[config.mk]
export PLATFORM = sky130hd
export DESIGN_NAME = serial_subtractor
export DESIGN_NICKNAME = d
export VERILOG_FILES = /design/src/rtl/serial_subtractor_pkg.sv /design/src/rtl/serial_subtractor_half_sub.sv /design/src/rtl/serial_subtractor.sv
export SDC_FILE = /design/constraint.sdc
export NUM_CORES = 1
export LEC_CHECK = 0
export BUFFER_PORTS_ARGS = -buffer_cell sky130_fd_sc_hd__buf_2
export CAP_MARGIN = 25
export CELL_PAD_IN_SITES_DETAIL_PLACEMENT = 1
export CELL_PAD_IN_SITES_GLOBAL_PLACEMENT = 1
export CORE_UTILIZATION = 30
export CTS_CLUSTER_DIAMETER = 150
export DETAILED_ROUTE_END_ITERATION = 8
export PLACE_DENSITY = 0.58
export SLEW_MARGIN = 20
export SYNTH_ARGS = -nofsm -noshare
export SYNTH_HDL_FRONTEND = slang
export SYNTH_HIERARCHICAL = 1
export SYNTH_SLANG_ARGS = --single-unit
[constraint.sdc]
create_clock -name Clk -period 3.35 [get_ports Clk]
set_input_delay 0.67 -clock Clk [delete_from_list [all_inputs] [get_ports Clk]]
set_output_delay 0.67 -clock Clk [all_outputs]
set_load 0.01 [all_outputs]
[src/rtl/serial_subtractor_pkg.sv]
// Shared encodings and saturation limits for the bit-serial subtractor.
package serial_subtractor_pkg;

  localparam logic [1:0] ST_IDLE  = 2'd0;
  localparam logic [1:0] ST_SHIFT = 2'd1;
  localparam logic [1:0] ST_DONE  = 2'd2;

  // Limits are built 64 bits wide; callers truncate to their own WIDTH (<= 64).
  function automatic logic [63:0] sat_pos(int w);
    return (64'd1 << (w - 1)) - 64'd1;
  endfunction

  function automatic logic [63:0] sat_neg(int w);
    return 64'd1 << (w - 1);
  endfunction

endpackage

[src/rtl/serial_subtractor_half_sub.sv]
// One half-subtractor cell; two of them plus an OR form a full-subtract bit.
module half_subtractor (
  input  logic A,
  input  logic B,
  output logic Diff,
  output logic Bout
);

  assign Diff = A ^ B;
  assign Bout = ~A & B;

endmodule

[src/rtl/serial_subtractor.sv]
// Bit-serial two's-complement subtractor, LSB first, one bit per clock,
// with signed overflow detection and optional saturation.
module serial_subtractor
  import serial_subtractor_pkg::*;
#(
  parameter int WIDTH    = 16,
  parameter bit SATURATE = 1'b0
) (
  input  logic             Clk,
  input  logic             Rst_n,
  input  logic             Start,
  input  logic [WIDTH-1:0] A,
  input  logic [WIDTH-1:0] B,
  output logic             Busy,
  output logic             Done,
  output logic [WIDTH-1:0] Diff,
  output logic             Bout,
  output logic             Ovf
);

  localparam int CW = $clog2(WIDTH) + 1;
  localparam logic [CW-1:0]    LAST    = CW'(WIDTH - 1);
  localparam logic [WIDTH-1:0] SAT_POS = WIDTH'(sat_pos(WIDTH));
  localparam logic [WIDTH-1:0] SAT_NEG = WIDTH'(sat_neg(WIDTH));

  logic [1:0]       state_q, state_d;
  logic [WIDTH-1:0] ra_q, ra_d, rb_q, rb_d, r_q, r_d;
  logic [WIDTH-1:0] diff_q, diff_d;
  logic [CW-1:0]    cnt_q, cnt_d;
  logic             borrow_q, borrow_d;
  logic             sa_q, sa_d, sb_q, sb_d;
  logic             bout_q, bout_d, ovf_q, ovf_d;

  logic hs0_diff, hs0_bout, bit_d, hs1_bout, borrow_nx, accept;

  half_subtractor u_hs0 (.A(ra_q[0]),  .B(rb_q[0]),  .Diff(hs0_diff), .Bout(hs0_bout));
  half_subtractor u_hs1 (.A(hs0_diff), .B(borrow_q), .Diff(bit_d),    .Bout(hs1_bout));

  assign borrow_nx = hs0_bout | hs1_bout;
  assign accept    = Start && (state_q == ST_IDLE || state_q == ST_DONE);

  always_comb begin
    state_d  = state_q;
    ra_d     = ra_q;
    rb_d     = rb_q;
    r_d      = r_q;
    cnt_d    = cnt_q;
    borrow_d = borrow_q;
    sa_d     = sa_q;
    sb_d     = sb_q;
    diff_d   = diff_q;
    bout_d   = bout_q;
    ovf_d    = ovf_q;
    case (state_q)
      ST_SHIFT: begin
        ra_d     = ra_q >> 1;
        rb_d     = rb_q >> 1;
        r_d      = {bit_d, r_q[WIDTH-1:1]};
        borrow_d = borrow_nx;
        cnt_d    = cnt_q + CW'(1);
        // Last bit: publish result together with the transition into DONE.
        if (cnt_q == LAST) begin
          state_d = ST_DONE;
          bout_d  = borrow_nx;
          ovf_d   = (sa_q != sb_q) && (r_d[WIDTH-1] != sa_q);
          diff_d  = (SATURATE && ovf_d) ? (sa_q ? SAT_NEG : SAT_POS) : r_d;
        end
      end
      ST_DONE: state_d = ST_IDLE;
      ST_IDLE: state_d = ST_IDLE;
      default: state_d = ST_IDLE;
    endcase
    if (accept) begin
      state_d  = ST_SHIFT;
      ra_d     = A;
      rb_d     = B;
      borrow_d = 1'b0;
      cnt_d    = '0;
      sa_d     = A[WIDTH-1];
      sb_d     = B[WIDTH-1];
    end
  end

  always_ff @(posedge Clk or negedge Rst_n) begin
    if (!Rst_n) begin
      state_q  <= ST_IDLE;
      ra_q     <= '0;
      rb_q     <= '0;
      r_q      <= '0;
      cnt_q    <= '0;
      borrow_q <= 1'b0;
      sa_q     <= 1'b0;
      sb_q     <= 1'b0;
      diff_q   <= '0;
      bout_q   <= 1'b0;
      ovf_q    <= 1'b0;
    end else begin
      state_q  <= state_d;
      ra_q     <= ra_d;
      rb_q     <= rb_d;
      r_q      <= r_d;
      cnt_q    <= cnt_d;
      borrow_q <= borrow_d;
      sa_q     <= sa_d;
      sb_q     <= sb_d;
      diff_q   <= diff_d;
      bout_q   <= bout_d;
      ovf_q    <= ovf_d;
    end
  end

  assign Busy = (state_q == ST_SHIFT);
  assign Done = (state_q == ST_DONE);
  assign Diff = diff_q;
  assign Bout = bout_q;
  assign Ovf  = ovf_q;

endmodule

==> results_dict.tcl, run 1 <==
set metrics [dict create \
    synth_cells 293 \
    dp.cells 464 \
    finalNonFillerCells 481 \
    rsz0062_at_grt "no" \
    cp-end-kind "output pin" \
    area_delta_synth_final_pct 19.94 \
    critPathArrivalTime_ns 1.64 \
    drv_cap 0 \
    wl_per_cell_um 14.59 \
    antenna_found_initial 0 \
    yosys.area.top_type "dfrtp_1" \
    synth-xor-area-share_pct 0.2820 \
    fin_crit_sh_pct 68.86 \
    initial_core_util_pct 31.34 \
    cp_max_fo 31 \
    ys_warn_count 6 \
    htreeDepth 3 \
    drv_slew 0 \
    synth_area_leaders "dfrtp_1 (60%), nand2_1 (10%), a22oi_1 (7.3%)" \
    port_buffers 54 \
    setup_viol 0 \
    insertion_delay_ns 0.35 \
    crit_required_ns 2.68 \
    final_common_cell "nand2_1" \
    cts_resized 0 \
    r2r_slack_ns 1.19 \
    grt_pass1_wl_um 12050 \
    r2r-end "Diff[9]" \
    route.detailed.drc 0 \
    synth_top_family_by_area "simple AND/OR/NAND/NOR gates" \
    status "finished clean" \
    path_class "flip-flop to output pin" \
    r2r_start "cnt_q[0]" \
    grt_overflow 0 \
    synth_async_sr_flop_share_pct 100.0 \
    numCtsBuffers 9 \
    synth_nets 332 \
    vias 2286 \
    cts_setup_buffers 0 \
    pre_cts_slack_ns 1.160 \
    gp_congestion 0.6608 \
    die_x_um 103.7 \
    clock_sinks 75 \
    std_cell_rows 36 \
    leakage_uw 0.001937 \
    final_cell_mix "nand2_1 (84), dfrtp_1 (75), buf_2 (53), nand3_1 (31), a22oi_1 (30)" \
    nNetsFinal 382 \
    cts_tree "built" \
    fin_util_pct 37.59 \
    worst_slew_pin_slew_ns 0.8685 \
    multi_input_area_um2 1099 \
    fmax_ghz 0.4335 \
    syn_area_per_cell_um2 10.60 \
    drive_gt1_share_pct 27.59 \
    synth_mux_area_share_pct 6.124 \
    root_buffer "clkbuf_8" \
    fp.dieH_um 103.7 \
    ios 55 \
    whs_ns 0.2696 \
    synthSimpleGateAreaFrac_pct 17.73 \
    hold_viol 0 \
    max_slew_margin_pct 41.93 \
    reg2regPathDepth 5 \
    power.density_nw_per_um2 891.7 \
    tns_ns 0 \
    synth-edff-count 0 \
    fillers 1158 \
    ys_seq_area_share_pct 60.44 \
    period_minus_slack_ns 2.307 \
    final_antenna_net_count 0 \
    finClkSkew_ns 0.007293 \
    synth.ff_latch_count 75 \
    register_area_um2 1877 \
    hold_path.class "primary input to asynchronous set/reset pin" \
    vias_per_cell 4.753 \
    grt_pass1_vias 2442 \
    dr.first_iter.drc_count 88 \
    synth_top_area_share_pct 60.44 \
    clk_pin_slew_ns 0.08 \
    die-area_um2 10760 \
    drt-total-wl_um 7020 \
    ir_drop_uv 306.6 \
    worst_slack_ns 1.043 \
    ys_types 26 \
    dr.pass1.iters 4 \
    synth_compound_area_share_pct 9.468 \
    synth_fa_ha_area_share_pct 1.612 \
    dp_hpwl_um 4341 \
    track_usage_pct 14.28 \
    cts_max_path_buffers 2 \
    cts-hold-fix-buffers 0 \
    worstSetupStartpointType "flip-flop" \
    synth_area_um2 3105 \
    diodes 0 \
    coreArea_um2 9910 \
    grt_start_max_net_pins 76 \
    synth_flop_cell "dfrtp_1" \
]
==> stage by stage <==
stage | area, µm² | power, µW
2_1_floorplan | 3105 | 2232
3_3_place_gp | 3478 | 2524
4_1_cts | 3705 | 3380
5_1_grt | 3725 | 3606
3_5_place_dp | 3478 | 2578
6_report | 3725 | 3321
==> power breakdown <==
group          switching (µW)  internal [µW]  leakage [µW]  total [µW]
sequential                229           1280      0.000962        1510
combinational             591            431      0.000867        1020
clock                     350            440      0.000108         789
total                    1170           2150       0.00194        3320
==> worst max path at each step <==
stage	from	endpoint
4_1_cts	state_q[1]	Busy
3_3_place_gp	cnt_q[0]	Diff[1]
6_report	state_q[1]	Busy
3_5_place_dp	cnt_q[0]	Ovf
5_1_grt	state_q[1]	Busy
2_1_floorplan	cnt_q[0]	Diff[0]
==> cell families (layout without fill, tap and decap cells) <==
group           Yosys count  count (layout)
simple gates            128             128
flops                    75              75
compound gates           40              40
buf+inv                  28              83
mux                      17              17
fa+ha+maj                 4               4
xor+xnor                  1               1
==> worst max-delay path, stage by stage, from the launching register on <==
cell and delay, ns:
dfrtp_1 0.41, nand2b_2 0.20, inv_2 0.44, buf_2 0.24
==> routing by layer <==
layer,routed length [µm],part of all wire [%],GRT usage (%)
met2,3185,45,22.58
met3,417,5.9,4.846
met4,71,1.0,4.898
met1,3346,48,18.26
met5,0,0,0
==> final cells by class <==
type,count,area share (%)
Inverter,7,0.7054
Tap cell,133,4.468
Sequential cell,75,50.39
Timing Repair Buffer,60,8.868
Clock buffer,10,3.695
Multi-Input combinational cell,190,29.49
Clock inverter,6,2.385
==> Yosys cell counts, drive strengths merged (2+ instances only) <==
cell type	count
a22o	3
a22oi	30
buf	17
clkbuf	4
dfrtp	75
ha	4
inv	7
mux2	16
nand2	84
nand2b	2
nand3	31
nand3b	2
nor2	3
nor2b	3
o21ai	4
o2bb2ai	2
==> state kept, by name, indices dropped and copies added, names as in the netlist <==
name      count
state_q       2
ra_q         16
sa_q          1
Bout          1
Ovf           1
r_q          15
borrow_q      1
cnt_q         5
sb_q          1
Diff         16
rb_q         16
No activity file was read; power rests on OpenSTA's default activity.
==> inputs of run 2 (changes only) <==
ABC_AREA = 1   (was not set)
PLACE_DENSITY = 0.62   (was 0.58)
clock period = 2 ns   (was 3.35 ns; I/O delays follow)
==> run 2 against run 1 <==
Critical endpoint is now Diff[10]. Synthesized area up 3.8%. Highest routed layer unchanged. Power rose by 74%. Routed wire length decreased by 2.5%. Register-to-register slack got worse by 0.91 ns. Critical path depth increased by 6. Cell count increased by 15%. Sequential cell count unchanged. Die area grew 3.7%. The run now ends with hold timing left. Critical path type is now flip-flop to flip-flop.
==> results_dict.tcl, run 2 <==
set metrics [dict create \
    drv_cap 0 \
    antenna_found_initial 0 \
    yosys.cell_count.top_type "nand2_1" \
    synth_async_sr_flop_share_pct 100.0 \
    fin_crit_sh_pct 86.23 \
    dr.pass1.iters 4 \
    synth_area_leaders "dfrtp_1 (58%), nand2_1 (17%), nand3_1 (5.0%)" \
    dpl_cell_area_um2 3603 \
    dp.cells 535 \
    track_usage_pct 13.62 \
    finClkSkew_ns 0.009458 \
    setup_viol 0 \
    synth_cells 354 \
    coreArea_um2 10370 \
    fin_util_pct 36.95 \
    cts_setup_buffers 0 \
    ys_warn_count 6 \
    dp_hpwl_um 4663 \
    cts_tree "built" \
    syn_area_per_cell_um2 9.105 \
    die-area_um2 11160 \
    drv_slew 0 \
    area_delta_synth_final_pct 18.87 \
    hold_path.class "primary input to asynchronous set/reset pin" \
    critPathArrivalTime_ns 2.00 \
    tns_ns 0 \
    vias_per_cell 4.396 \
    dr.first_iter.drc_count 64 \
    synth_fa_ha_area_share_pct 1.553 \
    wl_per_cell_um 12.43 \
    synth-edff-count 0 \
    synth_mux_area_share_pct 0 \
    r2r_slack_ns 0.28 \
    hold_viol 1 \
    synth_top_family_by_area "simple AND/OR/NAND/NOR gates" \
    final_antenna_net_count 0 \
    finalInstanceArea_um2 3831 \
    ys_top_cells_by_count "nand2_1 (146), dfrtp_1 (75), nand3_1 (32)" \
    drt-total-wl_um 6847 \
    whs_ns -0.0006692 \
    final_common_cell "nand2_1" \
    worstSetupStartpointType "flip-flop" \
    path_class "flip-flop to flip-flop" \
    leakage_uw 0.001934 \
    status "complete, but fails checks" \
    synthSimpleGateAreaFrac_pct 24.77 \
    max_slew_margin_pct 67.43 \
    cp_max_fo 33 \
    gp_congestion 0.6945 \
    synth.ff_latch_count 75 \
    finalNonFillerCells 551 \
    synth_area_um2 3223 \
    final_cell_mix "nand2_1 (146), dfrtp_1 (75), buf_2 (53), nand3_1 (32), inv_1 (27)" \
    cts_max_path_buffers 2 \
    ios 55 \
    r2r_start "cnt_q[1]" \
    std_cell_rows 37 \
    met2_length_um 3219 \
    grt_pass1_wl_um 12010 \
    grt_pass1_vias 2594 \
    synth_nets 393 \
    top_layer_used "met4" \
    insertion_delay_ns 0.35 \
    clock_sinks 75 \
    wl_met3_um 290 \
    reg2regPathDepth 9 \
    worst_slew_pin_slew_ns 0.4885 \
    grt_overflow 0 \
    initial_core_util_pct 31.08 \
    period_minus_slack_ns 1.725 \
    yosys.area.top_type "dfrtp_1" \
    fmax_ghz 0.5799 \
    rsz0062_at_grt "no" \
    met1_length_um 3234 \
    route.detailed.drc 0 \
    fp.dieH_um 105.7 \
    htreeDepth 3 \
    synth_flop_cell "dfrtp_1" \
    grt_start_max_net_pins 36 \
    cp-end-kind "flip-flop" \
    total_power_uw 5787 \
    drive_gt1_share_pct 24.34 \
    power.density_nw_per_um2 1511 \
    nNetsFinal 449 \
    ys_types 21 \
    cts-hold-fix-buffers 0 \
    ys_seq_area_share_pct 58.23 \
    diodes 0 \
    cts_resized 0 \
    violations "hold timing" \
    vias 2422 \
    synth-xor-area-share_pct 0 \
    ir_drop_uv 517.8 \
    crit_required_ns 2.27 \
    die_x_um 105.7 \
    root_buffer "clkbuf_8" \
    r2r-end "Diff[10]" \
    port_buffers 54 \
    synth_top_area_share_pct 58.23 \
    synth_compound_area_share_pct 7.842 \
    numCtsBuffers 9 \
    clk_pin_slew_ns 0.08 \
]
## run 2: changes by cell type in the layout (fill, tap and decap cells not counted), sizes merged, moves of 3 or more
cell   before  now
inv         7   32
nor2b       3    0
nor2        3    7
o21ai       4   37
a22o        3    0
mux2       16    0
nand2      84  149
a22oi      30    0
## run 2: cells by family after synthesis
family                     Yosys count
adders and majority gates            4
DFF                                 75
AOI/OAI and AO/OA                   39
and+or+nand+nor                    189
buffers and inverters               47
## run 2: cell type report
| class | count | area [µm²] |
|---|---|---|
| clock buffer | 12 | 155.1 |
| clock inverter | 4 | 72.57 |
| fill | 1256 | 6539 |
| inverter | 32 | 125.1 |
| multi-input combinational | 232 | 1101 |
| sequential | 75 | 1877 |
| tap | 136 | 170.2 |
| timing repair buffer | 60 | 330.3 |
## run 2: metrics by stage
| step | hold WS, ns | setup slack (ns) |
|---|---|---|
| final | -0.0006692 | 0.2754 |
| after detailed placement | 0.4040 | 0.2762 |
| after global placement | 0.4002 | 0.3458 |
| after floorplan | 0.1044 | 0.5516 |
| after global routing | 0.03149 | 0.1697 |
| after CTS | 0.01783 | 0.2628 |
## run 2: how the worst max path moves through the flow
stage,from,cells past startpoint,slack [ns],endpoint
2_1_floorplan,cnt_q[0],10,0.55,Diff[13]
3_3_place_gp,cnt_q[1],9,0.35,Diff[8]
3_5_place_dp,cnt_q[1],9,0.28,Diff[8]
4_1_cts,cnt_q[1],9,0.26,Diff[10]
5_1_grt,cnt_q[0],9,0.17,Diff[12]
6_report,cnt_q[1],9,0.28,Diff[10]
## run 2: layer usage
metal	vias to the layer above	track usage [%]
met2	44	22.64
met5	-	0
met1	1156	17.01
met3	9	3.463
li1	1213	-
met4	0	5.060
## run 2: worst max-delay path: stages (launching register included)
cell and delay, ns:
dfrtp_1 0.40, ha_1 0.21, nand2_1 0.09, nor2_1 0.04
ha_1 0.18, inv_1 0.14, nor2_8 0.07, inv_4 0.32
nand2_1 0.12, o21ai_2 0.07
## run 2: where the power goes
group	total, µW	switching, µW	internal [µW]
logic	1950	1230	723
clock network	1330	564	770
registers	2500	335	2160
total	5790	2130	3660
